==> src/rtl/host_stream_feeder_pkg.sv <==
`default_nettype none
// ============================================================================
//  Module      : host_stream_feeder_pkg
//  Description : Shared widths, types and helpers for the host stream feeder.
//  Revision    : 1.0 - initial release
// ============================================================================
package host_stream_feeder_pkg;

  // Width of one streamed byte
  localparam int BYTE_W = 8;
  // Width of the completed-byte counter
  localparam int SENT_W = 16;

  typedef logic [BYTE_W-1:0] byte_t;

  // Larger of two integers, used to size shared phase counters
  function automatic int max_int(input int a, input int b);
    return (a > b) ? a : b;
  endfunction

endpackage
`default_nettype wire

==> src/rtl/byte_fifo.sv <==
`default_nettype none
// ============================================================================
//  Module      : byte_fifo
//  Description : Synchronous byte FIFO with occupancy count, synchronous
//                flush, and write-while-full accepted when a pop coincides.
//  Revision    : 1.0 - initial release
// ============================================================================
module byte_fifo
  import host_stream_feeder_pkg::*;
#(
  parameter int FIFO_AW = 4
) (
  input  logic              clk,
  input  logic              rst_n,
  input  logic              i_wr_en,
  input  byte_t             i_wr_data,
  input  logic              i_pop,
  input  logic              i_flush,
  output byte_t             o_rd_data,
  output logic              o_full,
  output logic              o_empty,
  output logic [FIFO_AW:0]  o_count
);

  localparam int DEPTH = 1 << FIFO_AW;
  localparam logic [FIFO_AW:0] c_DEPTH_CNT = (FIFO_AW + 1)'(DEPTH);

  byte_t                r_mem [DEPTH];
  logic [FIFO_AW-1:0]   r_wr_ptr;
  logic [FIFO_AW-1:0]   r_rd_ptr;
  logic [FIFO_AW:0]     r_count;

  logic w_full;
  logic w_empty;
  logic w_pop;
  logic w_push;

  assign w_full  = (r_count == c_DEPTH_CNT);
  assign w_empty = (r_count == '0);
  // Flush wins over both pop and push; a full FIFO still accepts a push
  // when the head is leaving in the same cycle.
  assign w_pop   = i_pop && !w_empty && !i_flush;
  assign w_push  = i_wr_en && !i_flush && (!w_full || w_pop);

  // Pointer and occupancy bookkeeping; flush clears everything in one cycle
  always_ff @(posedge clk or negedge rst_n) begin
    if (!rst_n) begin
      r_wr_ptr <= '0;
      r_rd_ptr <= '0;
      r_count  <= '0;
    end else if (i_flush) begin
      r_wr_ptr <= '0;
      r_rd_ptr <= '0;
      r_count  <= '0;
    end else begin
      if (w_push) r_wr_ptr <= r_wr_ptr + 1'b1;
      if (w_pop)  r_rd_ptr <= r_rd_ptr + 1'b1;
      if (w_push && !w_pop)      r_count <= r_count + 1'b1;
      else if (w_pop && !w_push) r_count <= r_count - 1'b1;
    end
  end

  // Storage is left unreset; the pointers alone say which entries are valid
  always_ff @(posedge clk) begin
    if (w_push) r_mem[r_wr_ptr] <= i_wr_data;
  end

  assign o_rd_data = r_mem[r_rd_ptr];
  assign o_full    = w_full;
  assign o_empty   = w_empty;
  assign o_count   = r_count;

endmodule
`default_nettype wire

==> src/rtl/host_stream_feeder.sv <==
`default_nettype none
// ============================================================================
//  Module      : host_stream_feeder
//  Description : Buffers user bytes and hands them one at a time to a
//                transfer stage using a start/busy handshake, with a busy
//                timeout, inter-byte gap and completed-byte counter.
//  Revision    : 1.0 - initial release
// ============================================================================
module host_stream_feeder
  import host_stream_feeder_pkg::*;
#(
  parameter int FIFO_AW      = 4,
  parameter int START_CYCLES = 4,
  parameter int BUSY_TIMEOUT = 255,
  parameter int GAP_CYCLES   = 2
) (
  input  logic               uc_clk,
  input  logic               uc_reset,
  input  logic               wr_en,
  input  logic [BYTE_W-1:0]  wr_data,
  input  logic               flush,
  output logic               fifo_full,
  output logic               fifo_empty,
  output logic [FIFO_AW:0]   fifo_count,
  output logic               start_transfer,
  output logic [BYTE_W-1:0]  transfer_to_host,
  input  logic               transfer_busy,
  output logic               timeout_err,
  output logic [SENT_W-1:0]  bytes_sent
);

  // One-hot state bit indices
  localparam int S_IDLE      = 0;
  localparam int S_LOAD      = 1;
  localparam int S_START     = 2;
  localparam int S_WAIT_BUSY = 3;
  localparam int S_WAIT_DONE = 4;
  localparam int S_GAP       = 5;
  localparam int NUM_STATES  = 6;

  localparam logic [NUM_STATES-1:0] c_IDLE_VEC = NUM_STATES'(1) << S_IDLE;

  // START and GAP share one phase counter; GAP_CYCLES must be at least 1
  localparam int PH_W = $clog2(max_int(START_CYCLES, GAP_CYCLES) + 1);
  localparam int TO_W = $clog2(BUSY_TIMEOUT + 1);

  localparam logic [PH_W-1:0] c_START_LAST = PH_W'(START_CYCLES - 1);
  localparam logic [PH_W-1:0] c_GAP_LAST   = PH_W'(GAP_CYCLES - 1);
  localparam logic [TO_W-1:0] c_TO_LAST    = TO_W'(BUSY_TIMEOUT - 1);
  localparam logic [TO_W-1:0] c_TO_MAX     = '1;

  logic [NUM_STATES-1:0] r_state;
  logic [NUM_STATES-1:0] w_next;
  logic [PH_W-1:0]       r_ph_cnt;
  logic [TO_W-1:0]       r_to_cnt;
  logic                  r_busy_seen;
  byte_t                 r_tx_data;
  logic                  r_timeout_err;
  logic [SENT_W-1:0]     r_bytes_sent;

  byte_t                 w_rd_data;
  logic                  w_fifo_full;
  logic                  w_fifo_empty;
  logic [FIFO_AW:0]      w_fifo_count;
  logic                  w_start;
  logic                  w_pop;
  logic                  w_load;
  logic                  w_to_fire;
  logic                  w_done;
  logic                  w_busy_hit;

  byte_fifo #(
    .FIFO_AW (FIFO_AW)
  ) u_fifo (
    .clk       (uc_clk),
    .rst_n     (uc_reset),
    .i_wr_en   (wr_en),
    .i_wr_data (wr_data),
    .i_pop     (w_pop),
    .i_flush   (flush),
    .o_rd_data (w_rd_data),
    .o_full    (w_fifo_full),
    .o_empty   (w_fifo_empty),
    .o_count   (w_fifo_count)
  );

  // A busy rise seen while start was still asserted counts as acknowledged
  assign w_busy_hit = transfer_busy || r_busy_seen;

  // State register
  always_ff @(posedge uc_clk or negedge uc_reset) begin
    if (!uc_reset) r_state <= c_IDLE_VEC;
    else           r_state <= w_next;
  end

  // Next-state logic; an illegal encoding falls back to IDLE
  always_comb begin
    w_next = '0;
    if (r_state[S_IDLE]) begin
      if (!w_fifo_empty && !transfer_busy) w_next[S_LOAD] = 1'b1;
      else                                 w_next[S_IDLE] = 1'b1;
    end else if (r_state[S_LOAD]) begin
      // Empty here only if a flush landed on the IDLE->LOAD edge
      if (w_fifo_empty) w_next[S_IDLE]  = 1'b1;
      else              w_next[S_START] = 1'b1;
    end else if (r_state[S_START]) begin
      if (r_ph_cnt == c_START_LAST) w_next[S_WAIT_BUSY] = 1'b1;
      else                          w_next[S_START]     = 1'b1;
    end else if (r_state[S_WAIT_BUSY]) begin
      if (w_busy_hit)                  w_next[S_WAIT_DONE] = 1'b1;
      else if (r_to_cnt == c_TO_LAST)  w_next[S_GAP]       = 1'b1;
      else                             w_next[S_WAIT_BUSY] = 1'b1;
    end else if (r_state[S_WAIT_DONE]) begin
      if (!transfer_busy) w_next[S_GAP]       = 1'b1;
      else                w_next[S_WAIT_DONE] = 1'b1;
    end else if (r_state[S_GAP]) begin
      if (r_ph_cnt == c_GAP_LAST) w_next[S_IDLE] = 1'b1;
      else                        w_next[S_GAP]  = 1'b1;
    end else begin
      w_next[S_IDLE] = 1'b1;
    end
  end

  // State-decoded outputs and event strobes
  always_comb begin
    w_start   = r_state[S_START];
    w_pop     = r_state[S_LOAD];
    w_load    = r_state[S_LOAD] && !w_fifo_empty;
    w_to_fire = r_state[S_WAIT_BUSY] && !w_busy_hit && (r_to_cnt == c_TO_LAST);
    w_done    = r_state[S_WAIT_DONE] && !transfer_busy;
  end

  // Phase counter for START and GAP; clears whenever the state changes
  always_ff @(posedge uc_clk or negedge uc_reset) begin
    if (!uc_reset)                               r_ph_cnt <= '0;
    else if (w_next != r_state)                  r_ph_cnt <= '0;
    else if (r_state[S_START] || r_state[S_GAP]) r_ph_cnt <= r_ph_cnt + 1'b1;
  end

  // Busy timeout counter: zero outside WAIT_BUSY, saturates inside it
  always_ff @(posedge uc_clk or negedge uc_reset) begin
    if (!uc_reset)                  r_to_cnt <= '0;
    else if (!r_state[S_WAIT_BUSY]) r_to_cnt <= '0;
    else if (r_to_cnt != c_TO_MAX)  r_to_cnt <= r_to_cnt + 1'b1;
  end

  // Remember a busy rise that arrives while start is still being driven
  always_ff @(posedge uc_clk or negedge uc_reset) begin
    if (!uc_reset)                            r_busy_seen <= 1'b0;
    else if (r_state[S_LOAD])                 r_busy_seen <= 1'b0;
    else if (r_state[S_START] && transfer_busy) r_busy_seen <= 1'b1;
  end

  // Byte register, timeout pulse and completed-byte counter
  always_ff @(posedge uc_clk or negedge uc_reset) begin
    if (!uc_reset) begin
      r_tx_data     <= '0;
      r_timeout_err <= 1'b0;
      r_bytes_sent  <= '0;
    end else begin
      if (w_load) r_tx_data <= w_rd_data;
      r_timeout_err <= w_to_fire;
      if (w_done) r_bytes_sent <= r_bytes_sent + 1'b1;
    end
  end

  assign fifo_full        = w_fifo_full;
  assign fifo_empty       = w_fifo_empty;
  assign fifo_count       = w_fifo_count;
  assign start_transfer   = w_start;
  assign transfer_to_host = r_tx_data;
  assign timeout_err      = r_timeout_err;
  assign bytes_sent       = r_bytes_sent;

endmodule
`default_nettype wire

==> config.mk <==
export PLATFORM = sky130hd
export DESIGN_NAME = host_stream_feeder
export DESIGN_NICKNAME = d
export VERILOG_FILES = /design/src/rtl/host_stream_feeder_pkg.sv /design/src/rtl/byte_fifo.sv /design/src/rtl/host_stream_feeder.sv
export SDC_FILE = /design/constraint.sdc
export NUM_CORES = 1
export LEC_CHECK = 0
export ABC_AREA = 1
export CAP_MARGIN = 20
export CORE_UTILIZATION = 52
export DETAILED_ROUTE_END_ITERATION = 12
export DONT_BUFFER_PORTS = 1
export PLACE_DENSITY = 0.67
export SLEW_MARGIN = 0
export SYNTH_ARGS = -nofsm -noshare
export SYNTH_HDL_FRONTEND = slang
export SYNTH_SLANG_ARGS = --single-unit
==> constraint.sdc <==
create_clock -name uc_clk -period 2.74 [get_ports uc_clk]
set_input_delay 0.274 -clock uc_clk [delete_from_list [all_inputs] [get_ports uc_clk]]
set_output_delay 0.274 -clock uc_clk [all_outputs]
set_load 0.01 [all_outputs]
# --- Word level (Yosys, flattened, before mapping) ---
# Memories as Yosys holds them, arrays and structs flattened. A register that Yosys moved wholly into a read port is not among the register bits.
# Index checks and enable logic that the tools add are counted.
totals:
  reg_bits: 48
  mem_bits_rw: 128
  in_bits: 13
  word_cells: 100
  memories: 1
classes:
  n_addsub: 7
  eq_ne: 7
  mux: 48
  reduce_logical: 28
mem_list:
  columns: ["name", "words", "width", "read_ports", "rd_clocked_by_memory_dff", "write_ports", "line_no", "source"]
  rows:
  - ["u_fifo.r_mem", 16, 8, 1, 1, 1, "byte_fifo.sv:28", "byte_t r_mem [DEPTH];"]
ops:
  columns: ["cell", "n"]
  rows:
  - ["$mux 1", 33]
  - ["$mux 4", 5]
  - ["$add 16x1->16 const B", 1]
  - ["$mux 8", 2]
  - ["$mux 5", 3]
  - ["$logic_and 1x1->1", 11]
  - ["$mux 3", 3]
  - ["$add 4x1->4 const B", 2]
  - ["$add 8x1->8 const B", 1]
  - ["$eq 8x8->1 const B", 1]
  - ["$logic_not 1->1", 8]
  - ["$ne 8x8->1 const B", 1]
  - ["$reduce_bool 2->1", 4]
  - ["$ne 6x6->1", 1]
  - ["$add 5x1->5 const B", 1]
  - ["$eq 5x5->1 const B", 1]
  - ["$logic_not 5->1", 1]
  - ["$sub 5x1->5 const B", 1]
  - ["$mux 2", 2]
  - ["$add 3x1->3 const B", 1]
  - ["$eq 3x1->1 const B", 1]
  - ["$eq 3x2->1 const B", 1]
  - ["$logic_or 1x1->1", 3]
  - ["$reduce_bool 3->1", 1]
  - ["$ne 2x1->1 const B", 1]

# --- Logic depth before layout (Yosys ltp) ---
# Gate-level depths: netlist (run 1).
depth:
  depth_word: 11
  ltp_mapped: 13
  depth_no_buf: 13

# --- Hierarchy ---
# Synthesis (run 1) repeated with hierarchy kept, for this count alone.
unflattened:
  hier_cells: 735
  hier_area_um2: 8061.5
by_module_without_submodules:
  columns: ["module", "instances", "cells_per_inst", "area_each_um2", "seq_area_each_um2"]
  rows:
  - ["byte_fifo", 1, 503, 5944.5, 4169.0]
  - ["host_stream_feeder", 1, 232, 2117.0, 1077.3]

# --- Worst setup path before layout (run 1) ---
# No wires, ideal clock.
synth_timing:
  kind: "register to register"
  startpoint: "register u_fifo.r_count[0], in the netlist u_fifo.o_count[0]"
  endpoint: "register u_fifo.r_count[4], in the netlist u_fifo.o_count[4]"
  setup_ns: 0.123
  arrival_time_ns: 1.895
  required_ns: 2.617
  setup_slack_ns: 0.722
  path_stages_with_launch: 11
  n_path_buf: 0
  synth_period_minus_slack_ns: 2.018
  cell_sequence: "dfrtp_1 nor2_4 nand3_2 nand2_2 nand3b_4 fa_1 nand3_1 nand2_1 xor2_1 xnor2_1 o21ai_1"
synth_between:
  elab_chain_cells: 9
  elab_cells_between_ends: 18
synth_lines:
  columns: ["item", "line_no", "source"]
  rows:
  - ["from (decl)", "byte_fifo.sv:31", "logic [FIFO_AW:0] r_count;"]
  - ["from (signal assigned)", "byte_fifo.sv:58", "if (w_push && !w_pop) r_count <= r_count + 1'b1;"]
  - ["from (signal assigned)", "byte_fifo.sv:59", "else if (w_pop && !w_push) r_count <= r_count - 1'b1;"]
  - ["parallel branches: the longest is 9 deep, another holds $sub 5x1->5", null, null]
# Parallel ways; which one is timed is not known. The select of a mux whose other input is x is not followed.
# A chain may end at the register's enable or synchronous reset.

# --- Worst setup path after layout (run 1) ---
layout_timing:
  startpoint: "register u_fifo.r_count[0], in the netlist u_fifo.o_count[0]"
  endpoint: "memory u_fifo.r_mem[12][6] in the netlist's numbering (enable)"
layout_between:
  elab_cells_between_ends: 10
layout_rtl:
  columns: ["item", "line_no", "source"]
  rows:
  - ["$eq 5x5->1", "byte_fifo.sv:38", "assign w_full = (r_count == c_DEPTH_CNT);"]
  - ["via fifo_full", "host_stream_feeder.sv:22", "output logic fifo_full,"]
  - ["$logic_not 1->1", "byte_fifo.sv:43", "assign w_push = i_wr_en && !i_flush && (!w_full || w_pop);"]
  - ["$logic_or 1x1->1", "byte_fifo.sv:43", null]
  - ["$logic_and 1x1->1", "byte_fifo.sv:43", null]
  - ["$mux 1", "byte_fifo.sv:65", "if (w_push) r_mem[r_wr_ptr] <= i_wr_data;"]
  - ["$mux 1 (implied by the code)", "byte_fifo.sv:65", null]
  - ["to (decl)", "byte_fifo.sv:28", null]
# The timed path passes the listed nets, and every way through them passes these cells.

==> impl_metrics.env, run 1 <==
export IMPL_status="completed"
export IMPL_final_cell_mix="nor2_1, edfxtp_1, nand2_1"
export IMPL_syn_area_per_cell_sq_um=11.1
export IMPL_final_common_cell="nor2_1"
export IMPL_grt_pass1_wl_um=27500
export IMPL_grt_util_met3_pct=5.15
export IMPL_synthCells=734
export IMPL_intPower_mw=5.20
export IMPL_drv_cap=0
export IMPL_final_max_slew_viol_count=0
export IMPL_post_drt_wl_per_cell_um=18.9
export IMPL_power_frac_clock_pct=32.0
export IMPL_hold_depth=3
export IMPL_cts_tree="built"
export IMPL_drt_iter0_markers=445
export IMPL_setup_ws_ns=0.475
export IMPL_synth_top_area_cell="edfxtp_1"
export IMPL_synth_area_leaders="edfxtp_1, dfrtp_1, nor2_1, nand2_1, o21ai_0"
export IMPL_cp_max_fo=9
export IMPL_synth_distinct_cells=40
export IMPL_grt_usage_pct=23.2
export IMPL_p_leak_nw=3.47
export IMPL_worstMarginPinSlew_ns=0.924
export IMPL_first_global_vias=5326
export IMPL_rsz0062_at_grt="no"
export IMPL_synth_edf_count=128
export IMPL_critPathLaunchType="register"
export IMPL_timing_final_crit_share_pct=82.7
export IMPL_critPathCaptureType="register"
export IMPL_grt_max_degree=67
export IMPL_worstPathRequired_ns=2.80
export IMPL_dieHeight_um=127
export IMPL_first_pass_iters=5
export IMPL_cts_resized=0
export IMPL_combPwrFrac_pct=22.8
export IMPL_cts_sink_count=184
export IMPL_synth_seq_cells=184
export IMPL_drc_errors=0
export IMPL_die_w_um=127
export IMPL_io_pins=46
export IMPL_cp_arrival_ns=2.33
export IMPL_ys_seq_area_share_pct=64.6
export IMPL_yosys_warnings=0
export IMPL_area_delta_synth_final_pct=10.6
export IMPL_core_sq_um=15200
export IMPL_io_buffer_count=0
export IMPL_final_nets=774
export IMPL_synth_net_count=763
export IMPL_gr_max_usage_layer="met2"
export IMPL_swShare_pct=32.1
export IMPL_p_sw_mw=2.46
export IMPL_max_freq_mhz=441
export IMPL_hpwl_um=11600
export IMPL_pwr_share_seq_pct=45.2
export IMPL_finalWirelength_um=17900
export IMPL_initial_core_util_pct=53.5
export IMPL_vdd_drop_max_mv=0.498
export IMPL_setup_violations_final=0
export IMPL_routed_via_count=5441
export IMPL_worst_setup_path_type="register to register"
export IMPL_tns_ns=0
export IMPL_globalplace_congestion=0.908
export IMPL_row_count=45
export IMPL_slew_headroom_pct=38.2
export IMPL_dp_slack_ns=0.492
export IMPL_clk_latency_ns=0.43
export IMPL_htree_levels=4
export IMPL_synthArstFlopShare_pct=30.4
export IMPL_cts_root_buf="clkbuf_16"
export IMPL_mappedNetlistArea_sq_um=8130
export IMPL_cts_made_buffers=17
export IMPL_clk_pin_slew_ns=0.06
export IMPL_reg2reg_from="u_fifo.o_count[0]$_DFFE_PN0P_"
export IMPL_min_period_ns=2.27
export IMPL_hold_violations=0
export IMPL_startpoint="u_fifo.o_count[0]$_DFFE_PN0P_"
export IMPL_grt_antenna_before_repair=2
export IMPL_pwr_density_cell_nw_per_um2=853
export IMPL_clock_skew_ns=0.00885
export IMPL_yosysTopAreaCellShare_pct=47.3
export IMPL_fillers=1215
export IMPL_final_layout_size_suffix_gt1_share_pct=10.3
export IMPL_min_from="flush"
export IMPL_vias_per_cell=5.74
export IMPL_drtAntennaViolNets=0
export IMPL_grt_remaining_overflow=0
export IMPL_cts_buffer_depth=2
export IMPL_ff2ff_path_depth=6
export IMPL_synth_ff_type="edfxtp_1"
export IMPL_use_met1_pct=28.2
export IMPL_met2_usage_pct=39.4
export IMPL_min_path_type="input pin to register"
export IMPL_fp_dieArea_sq_um=16100
## synth_stat cells (8+ instances only)
cell        n
nand2_1   105
o211ai_1   32
xor2_1     11
a21oi_1    11
inv_2       8
ha_1       15
o21ai_0    61
o21ai_1    16
edfxtp_1  128
buf_2      11
inv_1      35
nand3_1    31
nor2_1    136
dfrtp_1    55
## path summary, 6_finish.rpt
path	endpoint	slack [ns]
max	u_fifo.r_mem[12][6]$_DFFE_PP_	0.47
min	u_fifo.r_rd_ptr[3]$_DFFE_PN0P_	0.03
max reg2reg	u_fifo.r_mem[12][6]$_DFFE_PP_	0.47
min reg2reg	r_ph_cnt[2]$_DFFE_PN0P_	0.53
max in group asynchronous	r_state[0]$_DFF_PN1_	2.08
min in group asynchronous	bytes_sent[9]$_DFFE_PN0P_	0.35
## cell families (layout without fill, tap and decap cells)
| kind of cell | count (synthesis) | after routing | synth area share, % |
|---|---|---|---|
| simple gates | 310 | 310 | 17.0 |
| flops | 184 | 184 | 64.6 |
| compound gates | 133 | 133 | 9.70 |
| buf+inv | 73 | 97 | 4.30 |
| xor+xnor | 18 | 18 | 1.94 |
| fa+ha+maj | 16 | 16 | 2.56 |
| other cells | 0 | 2 | 0 |
## worst max-delay path: stages, from the launching register on
cell     delay [ns]
dfrtp_1        0.54
nor2_4         0.09
nand3_2        0.11
inv_2          0.08
a21oi_4        0.25
nand2_1        0.25
nor2_1         0.57
## metal layers
metal / wire, um / up-vias
li1: - / 2566
met1: 7520 / 2677
met2: 8930 / 166
met3: 1030 / 32
met4: 427 / 0
met5: 0 / -
## what timing repair did
| action | CTS | global route |
|---|---|---|
| endpoints found under the hold margin | 188 | 0 |
| endpoints found under the setup margin | 0 | 0 |
| hold buffers | 12 | 0 |
| buffers inserted | 0 | 0 |
## layout make-up
cell class                      instances  area (sq um)  area share [%]
Multi-Input combinational cell        477          2530            28.2
Sequential cell                       184          5250            58.4
Tap cell                              188           235            2.62
Antenna cell                            2          5.00          0.0557
Clock inverter                          9           115            1.28
Clock buffer                           23           488            5.43
Inverter                               46           178            1.98
Timing Repair Buffer                   19           190            2.12
## metrics by stage
| stage | hold WS, ns | power [mW] | std cells | utilization [%] | cell area (sq um) |
|---|---|---|---|---|---|
| 2_1_floorplan | -0.0216 | 4.80 | 734 | - | 8130 |
| 3_3_place_gp | -0.0206 | 5.14 | 902 | 54.2 | 8250 |
| 3_5_place_dp | -0.0208 | 5.19 | 902 | 54.2 | 8250 |
| 4_1_cts | 0.0219 | 7.69 | 946 | 59.1 | 8990 |
| 5_1_grt | 0.0540 | 8.01 | 948 | 59.1 | 8990 |
| 6_report | 0.0327 | 7.67 | 948 | 59.1 | 8990 |
## state kept, by name, indices dropped and copies added (netlist names), 3 cells and up
register          flops
r_state               6
u_fifo.r_wr_ptr       4
u_fifo.r_mem        128
u_fifo.r_rd_ptr       4
bytes_sent           16
r_to_cnt              8
u_fifo.o_count        5
r_ph_cnt              3
transfer_to_host      8
## power by group through the flow
stage          clock network (mW)  registers [mW]  logic, mW
2_1_floorplan                   0            3.44       1.36
3_3_place_gp                    0            3.52       1.62
3_5_place_dp                    0            3.52       1.67
4_1_cts                      2.47            3.47       1.75
5_1_grt                      2.55            3.49       1.97
6_report                     2.45            3.47       1.75
No activity file was read; power rests on OpenSTA's default activity.
==> inputs of run 2 (changes only) <==
--- a/config.mk
+++ b/config.mk
@@ -5,7 +5,7 @@
 export SDC_FILE = /design/constraint.sdc
 export NUM_CORES = 1
 export LEC_CHECK = 0
-export ABC_AREA = 1
+export ABC_AREA = 0
 export CAP_MARGIN = 20
 export CORE_UTILIZATION = 52
 export DETAILED_ROUTE_END_ITERATION = 12
==> constraint.sdc (replaced) <==
create_clock -name uc_clk -period 2.3 [get_ports uc_clk]
set_input_delay 0.23 -clock uc_clk [delete_from_list [all_inputs] [get_ports uc_clk]]
set_output_delay 0.23 -clock uc_clk [all_outputs]
set_load 0.01 [all_outputs]
==> run 2 against run 1 <==
  * The flow now finishes with violations (negative hold slack, negative setup slack)
  * Register-to-register slack lost 0.72 ns
  * Synthesized cell count shrank 32%
  * Setup slack lost 0.72 ns
  * Sequential power grew 15%
  * Non-clock buffer count grew 30
  * Via count shrank 19%
  * Die area shrank 2.8%
  * Combinational power grew 39%
  * Fmax shrank 11%
  * Wire length shrank 13%
  * Sequential cell count is the same
  * Global-route usage shrank 1.8 points
  * Critical path type unchanged
  * Highest routed layer unchanged
==> impl_metrics.env, run 2 <==
export IMPL_clk_pin_slew_ns=0.06
export IMPL_dieHeight_um=125
export IMPL_cts_root_buf="clkbuf_16"
export IMPL_yosys_top_cells_count="edfxtp_1, dfrtp_1, mux4_2"
export IMPL_worst_setup_path_type="register to register"
export IMPL_synth_top_family_by_area="multiplexers"
export IMPL_synth_ff_type="edfxtp_1"
export IMPL_synth_simple_area_share_pct=8.70
export IMPL_intPower_mw=6.70
export IMPL_hold_ws_ns=-0.139
export IMPL_syn_area_per_cell_sq_um=15.8
export IMPL_drc_errors=0
export IMPL_synth_distinct_cells=59
export IMPL_core_sq_um=14700
export IMPL_grt_antenna_before_repair=0
export IMPL_row_count=44
export IMPL_ff_latch_area_sq_um=5250
export IMPL_pwr_share_seq_pct=42.6
export IMPL_die_w_um=125
export IMPL_worstMarginPinSlew_ns=0.586
export IMPL_finalWirelength_um=15500
export IMPL_area_delta_synth_final_pct=16.8
export IMPL_cp_arrival_ns=2.86
export IMPL_timing_final_crit_share_pct=111
export IMPL_yosysTopAreaCellShare_pct=48.7
export IMPL_swShare_pct=28.3
export IMPL_synth_compound_area_share_pct=5.20
export IMPL_yosys_warnings=0
export IMPL_max_freq_mhz=393
export IMPL_power_frac_clock_pct=31.2
export IMPL_globalplace_congestion=0.795
export IMPL_violations="negative hold slack, negative setup slack"
export IMPL_p_sw_mw=2.64
export IMPL_post_drt_wl_per_cell_um=20.8
export IMPL_fillers=1051
export IMPL_p_leak_nw=3.31
export IMPL_vias_per_cell=5.91
export IMPL_largest_reg_flops=128
export IMPL_grt_usage_pct=21.4
export IMPL_final_max_slew_viol_count=0
export IMPL_drt_iter0_markers=229
export IMPL_final_nets=578
export IMPL_io_pins=46
export IMPL_fin_total_pwr_mw=9.33
export IMPL_min_period_ns=2.55
export IMPL_vdd_drop_max_mv=0.604
export IMPL_synth_area_leaders="edfxtp_1, dfrtp_1, mux4_2, ha_1, xnor2_1"
export IMPL_multi_input_area_sq_um=2600
export IMPL_drv_cap=0
export IMPL_final_common_cell="edfxtp_1"
export IMPL_drtAntennaViolNets=0
export IMPL_fp_dieArea_sq_um=15700
export IMPL_critPathCaptureType="register"
export IMPL_dp_slack_ns=-0.354
export IMPL_cts_sink_count=184
export IMPL_clock_skew_ns=0.0102
export IMPL_grt_max_degree=57
export IMPL_routed_via_count=4403
export IMPL_status="complete, but fails checks"
export IMPL_cts_buffer_depth=2
export IMPL_cts_made_buffers=17
export IMPL_htree_levels=4
export IMPL_r2r_slack_ns=-0.25
export IMPL_hold_violations=5
export IMPL_worstPathRequired_ns=2.61
export IMPL_first_global_vias=4507
export IMPL_io_buffer_count=0
export IMPL_combPwrFrac_pct=26.2
export IMPL_setup_violations_final=3
export IMPL_synth_seq_cells=184
export IMPL_synth_edf_count=128
export IMPL_synth_net_count=530
export IMPL_slew_headroom_pct=60.8
export IMPL_synthCells=501
export IMPL_synth_top_area_cell="edfxtp_1"
export IMPL_initial_core_util_pct=53.7
export IMPL_synth_most_common_cell="edfxtp_1"
export IMPL_critPathLaunchType="register"
export IMPL_max_flop_register="u_fifo.r_mem"
export IMPL_min_path_type="input pin to register"
export IMPL_setup_ws_ns=-0.247
export IMPL_rsz0062_at_grt="yes"
export IMPL_ys_seq_area_share_pct=66.5
export IMPL_cp_max_fo=3
export IMPL_synth_xor_area_share_pct=2.77
export IMPL_final_layout_size_suffix_gt1_share_pct=25.3
export IMPL_final_cell_mix="edfxtp_1, dfrtp_1, mux4_2"
export IMPL_synth_mux_area_share_pct=12.2
export IMPL_first_pass_iters=6
export IMPL_cts_tree="built"
export IMPL_synthArstFlopShare_pct=30.4
export IMPL_num_antenna_cells=0
export IMPL_pwr_density_cell_nw_per_um2=1010
export IMPL_clk_latency_ns=0.42
export IMPL_grt_pass1_wl_um=25000
export IMPL_mappedNetlistArea_sq_um=7890
export IMPL_hpwl_um=9940
export IMPL_cts_hold_buffers=15
export IMPL_grt_remaining_overflow=0
export IMPL_yosys_area_share_adder_pct=2.63
==> run 2: cells by family (layout without fill, tap and decap cells) <==
kind of cell	count (synthesis)	count (layout)
compound gates	61	61
mux	55	55
simple gates	125	125
buf+inv	35	95
fa+ha+maj	16	16
xor+xnor	25	25
flops	184	184
==> run 2: final timing paths <==
path	endpoint	depth (start not counted)	startpoint
setup reg to reg	u_fifo.o_count[4]$_DFFE_PN0P_	8	u_fifo.o_count[2]$_DFFE_PN0P_
min in group asynchronous	transfer_to_host[5]$_DFFE_PN0N_	2	uc_reset
max in group asynchronous	r_state[0]$_DFF_PN1_	2	uc_reset
setup / recovery	u_fifo.o_count[4]$_DFFE_PN0P_	8	u_fifo.o_count[2]$_DFFE_PN0P_
hold reg to reg	bytes_sent[15]$_DFFE_PN0P_	1	bytes_sent[15]$_DFFE_PN0P_
hold / removal	u_fifo.o_count[4]$_DFFE_PN0P_	1	flush
==> run 2: power by group through the flow <==
stage,registers (mW),logic [mW],clock network [mW]
5_1_grt,4.01,2.67,3.08
4_1_cts,3.98,2.40,2.95
3_3_place_gp,4.03,2.13,0
6_report,3.98,2.44,2.92
3_5_place_dp,4.05,2.18,0
2_1_floorplan,4.01,1.61,0
==> run 2: final cells by class <==
type                       instances  share of cell area (%)
clock inverter                    11                    1.59
multi-input combinational        282                    28.2
sequential                       184                    56.9
tap                              184                    2.50
timing repair buffer              49                    5.44
clock buffer                      20                    4.74
inverter                          15                   0.611
==> run 2: per-stage QoR <==
step	util (%)	hold slack, ns	TNS, ns	instances	cell area [sq um]
6_report	62.7	-0.139	-0.592	745	9220
5_1_grt	62.7	-0.163	-0.933	745	9220
4_1_cts	62.4	-0.145	-0.706	745	9180
3_5_place_dp	56.8	-0.0623	-1.43	697	8350
3_3_place_gp	56.8	-0.0629	-0.516	697	8350
2_1_floorplan	-	-0.0656	-0.853	501	7910
==> run 2: metal layers <==
metal  part of all wire (%)  global-route usage [%]
met5                      0                       0
met4                   0.88                    5.81
met3                    5.8                    5.48
met2                     50                    34.8
met1                     44                    28.8
==> run 2: worst max-delay path, stage by stage (launching register included) <==
cell	delay [ns]
dfrtp_1	0.38
or4_4	0.54
a211o_4	0.35
fa_2	0.35
a21o_1	0.19
a21oi_4	0.18
mux2_4	0.31
nand2_1	0.07
a21oi_2	0.05
==> run 2: repair_timing <==
| item | in CTS | in global routing |
|---|---|---|
| endpoints found under the hold margin | 197 | 5 |
| setup buffers | 2 | 0 |
| pin swaps | 10 | 3 |
| setup endpoints to repair | 37 | 82 |
| resized for setup | 15 | 7 |
| gates cloned | 0 | 0 |
==> inputs of run 3 (changes only) <==
--- a/config.mk
+++ b/config.mk
@@ -7,6 +7,7 @@
 export LEC_CHECK = 0
 export ABC_AREA = 0
 export CAP_MARGIN = 20
+export CORE_MARGIN = 2
 export CORE_UTILIZATION = 52
 export DETAILED_ROUTE_END_ITERATION = 12
 export DONT_BUFFER_PORTS = 1
==> run 3 against run 2 <==
  * The flow still finishes with violations (negative hold slack, negative setup slack)
  * Setup slack got worse by 0.0065 ns
  * Sequential cell count did not move
  * Register-to-register slack barely moved
  * Design area rose by 1.4%
  * Clock-buffer cell count fell by 3
  * Critical path type unchanged
==> impl_metrics.env, run 3 (synthesized netlist as in run 2, its figures left out) <==
export IMPL_htree_levels=4
export IMPL_final_cells=762
export IMPL_first_pass_iters=4
export IMPL_timing_rr_end="u_fifo.o_count[4]$_DFFE_PN0P_"
export IMPL_routed_via_count=4445
export IMPL_grt_remaining_overflow=0
export IMPL_io_buffer_count=0
export IMPL_critPathCaptureType="register"
export IMPL_rsz0062_at_grt="yes"
export IMPL_min_from="flush"
export IMPL_cp_slowest_stage_delay_ns=0.54
export IMPL_clk_latency_ns=0.44
export IMPL_timing_final_crit_share_pct=111
export IMPL_io_pins=46
export IMPL_finalInstanceArea_sq_um=9350
export IMPL_status="complete, but fails checks"
export IMPL_max_flop_register="u_fifo.r_mem"
export IMPL_place_inst=710
export IMPL_max_freq_mhz=392
export IMPL_drtAntennaViolNets=0
export IMPL_pwr_density_cell_nw_per_um2=994
export IMPL_cts_root_buf="clkbuf_16"
export IMPL_post_drt_wl_per_cell_um=20.8
export IMPL_min_path_type="input pin to register"
export IMPL_setup_violations_final=3
export IMPL_grt_max_degree=57
export IMPL_drt_iter0_markers=274
export IMPL_worstPathRequired_ns=2.61
export IMPL_fillers=1085
export IMPL_grt_pass1_wl_um=25200
export IMPL_cts_tree="built"
export IMPL_worstMarginPinSlew_ns=0.608
export IMPL_die_w_um=127
export IMPL_hold_depth=1
export IMPL_gr_max_usage_layer="met2"
export IMPL_dpl_cell_area_sq_um=8450
export IMPL_fp_dieArea_sq_um=16200
export IMPL_grt_usage_pct=21.1
export IMPL_grt_util_met3_pct=7.20
export IMPL_final_layout_size_suffix_gt1_share_pct=26.3
export IMPL_initial_core_util_pct=52.5
export IMPL_globalplace_congestion=0.785
export IMPL_ff2ff_path_depth=8
export IMPL_dieHeight_um=127
export IMPL_grt_antenna_before_repair=0
export IMPL_cp_cell_sequence="or4_4 > a211o_1 > fa_2 > a21o_1 > a21oi_4 > mux2_4 > nand2_2 > a21oi_2"
export IMPL_violations="negative hold slack, negative setup slack"
export IMPL_cp_slowest_cell="or4_4"
export IMPL_final_common_cell="edfxtp_1"
export IMPL_worst_setup_path_type="register to register"
export IMPL_p_leak_nw=3.39
export IMPL_final_cell_mix="edfxtp_1, dfrtp_1, buf_4"
export IMPL_cp_arrival_ns=2.86
export IMPL_final_max_slew_viol_count=0
export IMPL_vias_per_cell=5.83
export IMPL_hold_violations=4
export IMPL_row_count=45
export IMPL_vdd_drop_max_mv=0.718
export IMPL_final_nets=592
export IMPL_post_route_util_pct=62.2
export IMPL_min_period_ns=2.55
export IMPL_drv_cap=0
export IMPL_cp_max_fo=3
export IMPL_drc_errors=0
export IMPL_first_global_vias=4705
export IMPL_cts_made_buffers=17
export IMPL_cts_buffer_depth=2
export IMPL_clock_skew_ns=0.0113
export IMPL_cts_sink_count=184
export IMPL_dp_slack_ns=-0.339
export IMPL_largest_reg_flops=128
export IMPL_num_antenna_cells=0
export IMPL_setup_ws_ns=-0.254
export IMPL_use_met1_pct=25.8
export IMPL_hold_ws_ns=-0.148
export IMPL_reg2reg_from="u_fifo.o_count[3]$_DFFE_PN0P_"
export IMPL_r2r_slack_ns=-0.25
export IMPL_critPathLaunchType="register"
export IMPL_finalWirelength_um=15800
export IMPL_met2_usage_pct=35.7
export IMPL_clk_pin_slew_ns=0.06
export IMPL_hpwl_um=10300
export IMPL_cts_hold_buffers=16
export IMPL_slew_headroom_pct=59.3
export IMPL_core_sq_um=15000
export IMPL_area_delta_synth_final_pct=18.4
export IMPL_worstHoldEndpoint="u_fifo.o_count[4]$_DFFE_PN0P_"
-- run 3: cell types whose count changed in the layout (fill, tap and decap cells not counted), sizes merged --
cell | before | now
buf | 35 | 48
clkinvlp | 2 | 1
clkinv | 3 | 5
bufinv | 3 | 2
dlygate4sd3 | 14 | 15
clkbuf | 20 | 17
inv | 18 | 20
-- run 3: through the flow --
step | setup TNS (ns) | power, mW | hold slack (ns)
2_1_floorplan | -0.853 | 5.62 | -0.0656
5_1_grt | -0.952 | 9.72 | -0.166
4_1_cts | -0.860 | 9.32 | -0.162
6_report | -0.658 | 9.29 | -0.148
3_5_place_dp | -6.18 | 6.24 | -0.0641
3_3_place_gp | -2.22 | 6.16 | -0.0644
-- run 3: critical path: cells and delay by family, from the launching register on --
family / cells / cell delay [ns]
AND/OR/NAND/NOR: 2 / 0.60
adder cells (fa/ha/maj): 1 / 0.39
multiplexers: 1 / 0.32
flip-flops: 1 / 0.38
AO/OA/AOI/OAI: 4 / 0.75
-- run 3: layout make-up --
| cell class | instances | area [sq um] | area share, % |
|---|---|---|---|
| Inverter | 15 | 56.3 | 0.602 |
| Tap cell | 188 | 235 | 2.52 |
| Clock inverter | 13 | 146 | 1.57 |
| Clock buffer | 17 | 425 | 4.55 |
| Sequential cell | 184 | 5250 | 56.2 |
| Timing Repair Buffer | 63 | 649 | 6.95 |
| Multi-Input combinational cell | 282 | 2590 | 27.7 |
-- run 3: timing repair --
item                                    4_1_cts  5_1_grt
endpoints found under the hold margin       197        4
setup buffers                                 3        3
pin swaps                                     8        5
endpoints found under the setup margin      132      126
gates resized for setup                      10       13
-- run 3: how the worst max path moves through the flow --
stage          cells past startpoint  slack [ns]                             to                     startpoint
2_1_floorplan                      9       -0.47  u_fifo.o_count[4]$_DFFE_PN0P_  u_fifo.o_count[0]$_DFFE_PN0P_
3_3_place_gp                       8       -0.28  u_fifo.o_count[4]$_DFFE_PN0P_  u_fifo.o_count[0]$_DFFE_PN0P_
3_5_place_dp                       8       -0.34  u_fifo.o_count[4]$_DFFE_PN0P_  u_fifo.o_count[0]$_DFFE_PN0P_
4_1_cts                            8       -0.32  u_fifo.o_count[4]$_DFFE_PN0P_  u_fifo.o_count[3]$_DFFE_PN0P_
5_1_grt                           10       -0.33  u_fifo.o_count[3]$_DFFE_PN0P_  u_fifo.o_count[3]$_DFFE_PN0P_
6_report                           8       -0.25  u_fifo.o_count[4]$_DFFE_PN0P_  u_fifo.o_count[3]$_DFFE_PN0P_
-- run 3: where the power goes --
| part | internal [mW] | switching (mW) |
|---|---|---|
| clock | 1.60 | 1.25 |
| combinational | 1.23 | 1.22 |
| sequential | 3.76 | 0.228 |
| total | 6.60 | 2.69 |
-- run 3: routing by layer --
layer | up-vias | share of wire (%)
li1 | 2048 | -
met1 | 2264 | 41
met2 | 115 | 51
met3 | 18 | 6.0
met4 | 0 | 1.8
met5 | - | 0
